===== src/rtl/mul_share_arbiter.sv =====
// rtl/mul_share_arbiter.sv - round-robin share of one pipelined multiplier with in-order result steering
module mul_share_arbiter #(
  parameter int NUM_REQ   = 2,
  parameter int ID_W      = 3,
  parameter int TAG_DEPTH = 4
) (
  input  logic                    clk,
  input  logic                    rst_n,
  input  logic [NUM_REQ-1:0]      req_valid,
  output logic [NUM_REQ-1:0]      req_ready,
  input  logic [NUM_REQ*32-1:0]   req_rs1,
  input  logic [NUM_REQ*32-1:0]   req_rs2,
  input  logic [NUM_REQ*2-1:0]    req_op,
  input  logic [NUM_REQ*ID_W-1:0] req_id,
  output logic [31:0]             mul_rs1,
  output logic [31:0]             mul_rs2,
  output logic [1:0]              mul_op,
  output logic [ID_W-1:0]         mul_id,
  output logic                    mul_new_request,
  input  logic                    mul_ready,
  input  logic                    mul_done,
  input  logic [ID_W-1:0]         mul_wb_id,
  input  logic [31:0]             mul_rd,
  output logic                    mul_ack,
  output logic [NUM_REQ-1:0]      wb_done,
  output logic [ID_W-1:0]         wb_id,
  output logic [31:0]             wb_rd,
  input  logic [NUM_REQ-1:0]      wb_ack
);

  localparam int PTR_W = $clog2(NUM_REQ);
  localparam int AW    = $clog2(TAG_DEPTH);
  localparam int CW    = AW + 1;

  logic [PTR_W-1:0] r_rr_ptr;
  logic [PTR_W-1:0] r_tag [TAG_DEPTH];
  logic [AW-1:0]    r_wr_ptr;
  logic [AW-1:0]    r_rd_ptr;
  logic [CW-1:0]    r_count;

  logic [NUM_REQ-1:0] w_rot;
  logic               w_any;
  logic [PTR_W:0]     w_sum;
  logic [PTR_W-1:0]   w_gnt;
  logic [PTR_W-1:0]   w_gnt_nxt;
  logic [PTR_W-1:0]   w_owner;
  logic               w_tag_empty;
  logic               w_tag_full;
  logic               w_res_valid;
  logic               w_pop;
  logic               w_issue;

  // bit 0 of the rotated vector is the requester currently holding top priority
  assign w_rot = NUM_REQ'({req_valid, req_valid} >> r_rr_ptr);

  // find the first pending request at or after rr_ptr and map it back to an absolute index
  always_comb begin
    w_any = 1'b0;
    w_sum = '0;
    for (int k = NUM_REQ - 1; k >= 0; k--) begin
      if (w_rot[k]) begin
        w_any = 1'b1;
        w_sum = {1'b0, r_rr_ptr} + (PTR_W+1)'(k);
      end
    end
    if (w_sum >= (PTR_W+1)'(NUM_REQ)) begin
      w_sum = w_sum - (PTR_W+1)'(NUM_REQ);
    end
    w_gnt = w_sum[PTR_W-1:0];
  end

  assign w_gnt_nxt = (w_gnt == PTR_W'(NUM_REQ - 1)) ? '0 : w_gnt + 1'b1;

  assign w_tag_empty = (r_count == '0);
  assign w_tag_full  = (r_count == CW'(TAG_DEPTH));
  assign w_owner     = r_tag[r_rd_ptr];
  assign w_res_valid = mul_done & ~w_tag_empty;

  // steer the in-order result to whoever issued the oldest outstanding op
  always_comb begin
    wb_done = '0;
    for (int i = 0; i < NUM_REQ; i++) begin
      wb_done[i] = w_res_valid && (w_owner == PTR_W'(i));
    end
  end

  assign mul_ack = |(wb_done & wb_ack);
  assign w_pop   = mul_ack;
  assign wb_id   = mul_wb_id;
  assign wb_rd   = mul_rd;

  // a full FIFO may still accept when its head leaves in the same cycle; nothing issues in reset
  assign w_issue         = rst_n & w_any & mul_ready & ~(w_tag_full & ~w_pop);
  assign mul_new_request = w_issue;

  // operand mux tracks the selected requester regardless of whether it issues
  always_comb begin
    req_ready = '0;
    mul_rs1   = '0;
    mul_rs2   = '0;
    mul_op    = '0;
    mul_id    = '0;
    for (int i = 0; i < NUM_REQ; i++) begin
      if (w_any && (w_gnt == PTR_W'(i))) begin
        mul_rs1      = req_rs1[i*32 +: 32];
        mul_rs2      = req_rs2[i*32 +: 32];
        mul_op       = req_op[i*2 +: 2];
        mul_id       = req_id[i*ID_W +: ID_W];
        req_ready[i] = w_issue;
      end
    end
  end

  // priority pointer and FIFO bookkeeping
  always_ff @(posedge clk or negedge rst_n) begin
    if (!rst_n) begin
      r_rr_ptr <= '0;
      r_wr_ptr <= '0;
      r_rd_ptr <= '0;
      r_count  <= '0;
    end else begin
      if (w_issue) begin
        r_rr_ptr <= w_gnt_nxt;
        r_wr_ptr <= r_wr_ptr + 1'b1;
      end
      if (w_pop) begin
        r_rd_ptr <= r_rd_ptr + 1'b1;
      end
      case ({w_issue, w_pop})
        2'b10:   r_count <= r_count + 1'b1;
        2'b01:   r_count <= r_count - 1'b1;
        default: r_count <= r_count;
      endcase
    end
  end

  // owner tag storage needs no reset; only entries below count are ever read
  always_ff @(posedge clk) begin
    if (w_issue) begin
      r_tag[r_wr_ptr] <= w_gnt;
    end
  end

  // a result with no recorded owner means the multiplier and this FIFO are out of step
  a_owned_result: assert property (@(posedge clk) disable iff (!rst_n) !(mul_done && w_tag_empty));

endmodule


===== config.mk =====
export PLATFORM = sky130hd
export DESIGN_NAME = mul_share_arbiter
export DESIGN_NICKNAME = d
export VERILOG_FILES = /design/src/rtl/mul_share_arbiter.sv
export SDC_FILE = /design/constraint.sdc
export NUM_CORES = 1
export LEC_CHECK = 0
export ABC_AREA = 1
export CORE_AREA = 2 2 112 114
export CTS_CLUSTER_SIZE = 24
export DETAILED_ROUTE_END_ITERATION = 8
export DIE_AREA = 0 0 114 116
export PLACE_DENSITY = 0.7
export SYNTH_ARGS = -nofsm -noshare
export SYNTH_HDL_FRONTEND = slang
export SYNTH_SLANG_ARGS = --single-unit

===== constraint.sdc =====
create_clock -name clk -period 1.56 [get_ports clk]
set_input_delay 0.312 -clock clk [delete_from_list [all_inputs] [get_ports clk]]
set_output_delay 0.312 -clock clk [all_outputs]
set_load 0.03 [all_outputs]

* After elaboration in Yosys (flattened, before gate mapping)
Memories as Yosys holds them, arrays and structs flattened.
Cells that the tools add are included.
** Cells by class
- Bitwise gates (word level) :: 11
- $lt $le $gt $ge :: 1
- Equality and inequality tests :: 3
- Shifts and indexed selects :: 1
- $add $sub $neg :: 7
- Mux-type cells :: 19
- Reductions and logical operators :: 7
** Operators by type and width (count)
- two-way mux 32 bit :: 4
- two-way mux 1 bit :: 8
- two-way mux 2 bit :: 4
- two-way mux 3 bit :: 2
- case mux 3 bit (2 select lines) :: 1
- AND 1 bit :: 5
- inverter 1 bit :: 5
- adder 2 x 1 -> 2 bit (second input constant) :: 2
- logical AND 1 bit :: 4
- right shift 4 x 1 -> 2 bit :: 1
- adder 3 x 1 -> 3 bit (second input constant) :: 1
- == test 3 bit (second input constant) :: 1
- zero test 3 bit :: 1
- subtractor 3 x 1 -> 3 bit (second input constant) :: 1
- adder 1 x 1 -> 2 bit (second input constant) :: 1
- AND 2 bit :: 1
- == test 2 x 1 -> 1 bit (second input constant) :: 1
- == test 2 bit (second input constant) :: 1
- greater-or-equal comparator 2 bit (second input constant) :: 1
- nonzero test 2 bit :: 1
- OR reduction 2 bit :: 1
- adder 1 bit (second input constant) :: 1
- subtractor 1 bit (second input constant) :: 1
** Word-level totals
- Memories :: 1
- Register bits :: 8
- Memory bits (writable) :: 4
- Input bits :: 181
** Memories
- r_tag :: depth 4, width 1, read ports 1, clocked after memory_dff 0, wr ports 1, line 36 : logic [PTR_W-1:0] r_tag [TAG_DEPTH];

* Longest topological paths before layout
Gate-level depths: netlist (run 1).
- Depth after elaboration :: 12
- Mapped depth :: 14
- Gate-level depth less buffers :: 14

* Worst setup path after synthesis (run 1)
Ideal clock, no wire load.
- Kind :: reg-to-reg
- From :: reg r_count[0]
- To :: reg r_count[2]
- Required time :: 1447 ps
- Path slack :: -314 ps
- Library setup time :: 113 ps
- Cell stages (with the launch flop) :: 13
- Arrival time :: 1761 ps
- Period minus slack after synthesis :: 1874 ps
- Cells stage by stage :: dfrtp_1 nor2_1 a21boi_2 nand4_1 nand2_2 nand2_4 fa_1 inv_1 nand2_1 nand2_1 nand2_1 nand2_1 inv_1
** On the way
- Word-level cells in the longest chain between the ends :: 12
** Ends and longest elaborated chain
- start, declared :: line 39 : logic [CW-1:0] r_count;
- start signal, assigned :: line 130 : 2'b10: r_count <= r_count + 1'b1;
- start signal, assigned :: line 131 : 2'b01: r_count <= r_count - 1'b1;
- start signal, assigned :: line 132 : default: r_count <= r_count;
- zero test 3 bit * :: line 74 : assign w_tag_empty = (r_count == '0);
- inverter 1 bit * :: line 77 : assign w_res_valid = mul_done & ~w_tag_empty;
- AND 1 bit * :: line 77
- logical AND 1 bit :: line 83 : wb_done[i] = w_res_valid && (w_owner == PTR_W'(i));
- AND 2 bit * :: line 87 : assign mul_ack = |(wb_done & wb_ack);
- OR reduction 2 bit * :: line 87
- net mul_ack :: line 24 : output logic mul_ack,
- inverter 1 bit :: line 93 : assign w_issue = rst_n & w_any & mul_ready & ~(w_tag_full & ~w_pop);
- AND 1 bit :: line 93
- inverter 1 bit :: line 93
- AND 1 bit :: line 93
- == test 2 x 1 -> 1 bit or == test 2 bit (tied branches) :: line 129 : case ({w_issue, w_pop})
- case mux 3 bit (2 select lines) or nonzero test 2 bit (tied branches)
Mark *: on every way through the listed nets, which the timed path passes. The rest lies on a longest branch.
A chain may end at the register's enable or synchronous reset.

* Worst setup path in the final report (run 1)
- From :: reg r_rd_ptr[0]
- To :: out req_ready[1]
** On the way
- Word-level cells in the longest chain between the ends :: 10
** Ends and longest elaborated chain
- start, declared :: line 38 : logic [AW-1:0] r_rd_ptr;
- start signal, assigned :: line 127 : r_rd_ptr <= r_rd_ptr + 1'b1;
- memory read (4 x 1 bit) *
- inverter 1 bit :: line 83
- logical AND 1 bit :: line 83
- AND 2 bit * :: line 87
- OR reduction 2 bit * :: line 87
- inverter 1 bit * :: line 93
- AND 1 bit * :: line 93
- inverter 1 bit * :: line 93
- AND 1 bit * :: line 93
- two-way mux 1 bit * :: line 104 : if (w_any && (w_gnt == PTR_W'(i))) begin
- end, declared :: line 10 : output logic [NUM_REQ-1:0] req_ready,
Mark *: on every way between the ends. The rest lies on a longest branch, timed or not.

==> results of run 1 <==
-- report_power, final --
part	total, µW	internal (µW)	switching, µW
clock	515	386	129
sequential	543	446	96.9
combinational	4320	2350	1970
-- logic make-up (layout without fill, tap and decap cells) --
group	Yosys count	count (layout)	share of synthesized area
AND/OR/NAND/NOR	37	37	0.118
buffers and inverters	68	304	0.234
XOR/XNOR	4	4	0.0211
other	0	1	0
adder cells (fa/ha/maj)	5	5	0.0421
AO/OA/AOI/OAI	75	75	0.392
flip-flops	12	12	0.193
-- path summary, 6_finish.rpt --
path	from	to	slack, ns
worst max-delay path	r_rd_ptr[0]	req_ready[1]	-0.38
max in group asynchronous	rst_n	r_wr_ptr[1]	0.99
worst min register to register	r_rd_ptr[1]	r_rd_ptr[1]	0.60
worst max register to register	r_rd_ptr[0]	r_count[2]	-0.31
worst min-delay path	rst_n	r_count[2]	0.44
min in group clk	r_rd_ptr[1]	r_rd_ptr[1]	0.60
-- sequential cells by signal, indices dropped and copies added, names as in the netlist --
signal    cells
r_tag         4
r_wr_ptr      2
r_rr_ptr      1
r_count       3
r_rd_ptr      2
-- layer usage --
| layer | up-vias | wire (µm) | part of all wire |
|---|---|---|---|
| li1 | 1186 | - | - |
| met1 | 1200 | 4660 | 0.38 |
| met2 | 161 | 6490 | 0.53 |
| met3 | 10 | 950 | 0.077 |
| met4 | 0 | 169 | 0.014 |
| met5 | - | 0 | 0 |
-- metrics by stage --
step           worst slack [ns]  setup TNS [ns]  area (µm²)  total power (µW)  hold slack, ns
5_1_grt                  -0.473          -31.20        5540              5680           0.440
3_3_place_gp             -0.602          -42.20        4110              3520           0.560
3_5_place_dp             -0.591          -42.40        4110              3570           0.573
6_report                 -0.376          -26.40        5540              5380           0.442
2_1_floorplan            -0.256          -0.839        1850              2330          0.0164
4_1_cts                  -0.364          -24.96        4900              4850           0.442
-- area by class of cell --
type | instances | area, µm²
antenna | 1 | 2.50
clock buffer | 4 | 88.8
fill | 1071 | 6370
inverter | 19 | 76.3
multi-input combinational | 121 | 1610
sequential | 12 | 320
tap | 147 | 184
timing repair buffer | 281 | 3260
-- placed cells by master (no fill, tap or decap) --
cell,synthesis,final
a21boi_2,1,1
a21oi_2,0,3
a21oi_4,1,1
a22o_1,69,2
a22o_2,0,6
a22o_4,0,61
buf_12,0,23
buf_16,0,5
buf_4,35,30
buf_6,0,67
buf_8,0,4
clkbuf_16,0,10
clkbuf_8,0,1
clkdlybuf4s15_1,0,1
clkdlybuf4s50_1,0,142
dfrtp_1,8,8
diode_2,0,1
dlygate4sd2_1,0,2
edfxtp_1,4,4
fa_2,0,1
ha_1,4,4
inv_1,16,12
inv_2,3,5
inv_4,0,2
nand2_1,12,9
nand2_2,4,5
nand2_4,2,4
nand3_1,1,1
nand3_2,3,1
nand3_4,0,2
nand4_1,3,3
nor2_1,10,2
nor2_2,2,1
nor2_4,0,9
o21ai_1,1,1
xor2_1,4,4
-- worst reg2reg max path, cell delays in order (launching register included) --
cell	delay [ns]
dfrtp_1	0.41
nand2_1	0.12
nand3_4	0.10
nand2_2	0.13
nand3_4	0.09
buf_6	0.13
nand2_4	0.07
nand2_4	0.06
fa_2	0.36
inv_2	0.06
nand2_1	0.06
nand2_1	0.06
nand2_1	0.04
nand2_1	0.05
inv_1	0.03
-- repair_timing --
action / 4_1_cts / 5_1_grt
pin swaps: 16 / 34
setup buffers: 19 / 10
setup endpoints to repair: 85 / 87
gates cloned: 5 / 9
resized for setup: 103 / 65
==> impl_metrics.yaml, run 1 <==
outcome:
  outcome: "complete, but fails checks"
  violations: "setup timing"
sta:
  fmax_mhz: 517
  relSlewSlack: 0.831
  finalCritPeriodShare: 1.24
  tightest_slew_ns: 0.253
  min_period_ns: 1.94
  fin_skew_ns: 0.00104
  grt_setup_unrepaired: "true"
  drv_slew: 0
  worst_slack_ns: -0.376
  setup_viol: 86
  hold_viol: 0
logic_synthesis:
  synthTopCellsByCount: "69 x a22o_1, 35 x buf_4, 16 x inv_1"
  synthArstFlopShare: 0.667
  syn_area_mm2: 0.00166
  synth_top_area_share: 0.363
  syn_nets: 387
  syn_area_per_cell_um2: 8.27
  synth_edf_count: 4
  seq_area_frac_synth: 0.193
  ys_warn_count: 0
  synth_cell_types: 23
  synthTopCellsByArea: "a22o_1 36%, buf_4 16%, dfrtp_1 12%"
  yosysMostFrequentCell: "a22o_1"
  synth_seq_cells: 12
  syn_inst: 201
  synthFlopType: "dfrtp_1"
  synth_area_leader_cell: "a22o_1"
detailed_routing:
  drt_iter0_drc: 72
  num_vias: 2557
  wire_per_inst_um: 21.0
  viasPerCell: 4.37
  first_pass_iters: 4
  ant_nets: 0
  wl_um: 12300
  drc: 0
global_route:
  use_met3: 0.0439
  use_met2: 0.290
  grt_pass1_vias: 2714
  grt_first_pass_wirelength_um: 15600
  grt_max_degree: 29
  grt_overflow_total: 0
  busiest_layer: "met2"
  track_usage: 0.157
  grt_antenna_before_repair: 1
  met1_usage: 0.179
hold_path:
  hold_path_class: "input port to asynchronous set/reset pin"
pwr:
  p_leak_uw: 0.00244
  ir_worst_vdd_mv: 0.425
  power.density_mw_per_mm2: 972
setup_path:
  cp_cell_sequence: "nand2_1 > nand3_4 > nand2_2 > nand3_4 > nand4_1 > nand2_4 > nor2_4 > buf_12"
  rr_worst_depth: 14
  cp.depth: 8
  crit_family: "simple AND/OR/NAND/NOR gates"
  cp_max_fo: 4
  worstPathRequired_ns: 1.25
  cp.arrival_ns: 1.62
  slowest_stage: "dfrtp_1"
  cpPeakStageDelay_ns: 0.41
  start_kind: "flop"
  crit_buf_inv: 1
  end_kind: "output pin"
  cpMostUsedCell: "nand3_4"
  worstSetupPathType: "flop to output pin"
layout:
  final_util: 0.465
  fin_nets: 624
  area_growth_pct: 233
  finalNonFillerCells: 585
  drive_above_1_share: 0.554
placement:
  portBuffers: 220
  gp_congestion: 0.815
  placed_cells: 540
  dp_hpwl_um: 8670
clocking:
  root_buffer: "clkbuf_16"
  clk_latency_ns: 0.24
  clk_pin_slew_worst_paths_ns: 0.04
  cts_buffers: 3
  cts_tree: "yes"
  htreeDepth: 1
  clock-sinks: 12
  clockBufferDepth: 2
  hold_buffers: 0
floorplan:
  die_w_um: 114
  rows: 40
  io_pins: 291
  initial_core_util: 0.140
  dieArea_mm2: 0.0132
  chipHeight_um: 116
  core_mm2: 0.0119
run:
  maxCapViolations: 0
Note: power is estimated with default switching activity, not from simulation.
==> inputs of run 2 (changes only) <==
- CTS_CLUSTER_DIAMETER: default -> 60
==> results of run 2 <==
Same layout as run 1: the final DEF is identical, and so are final timing and power.
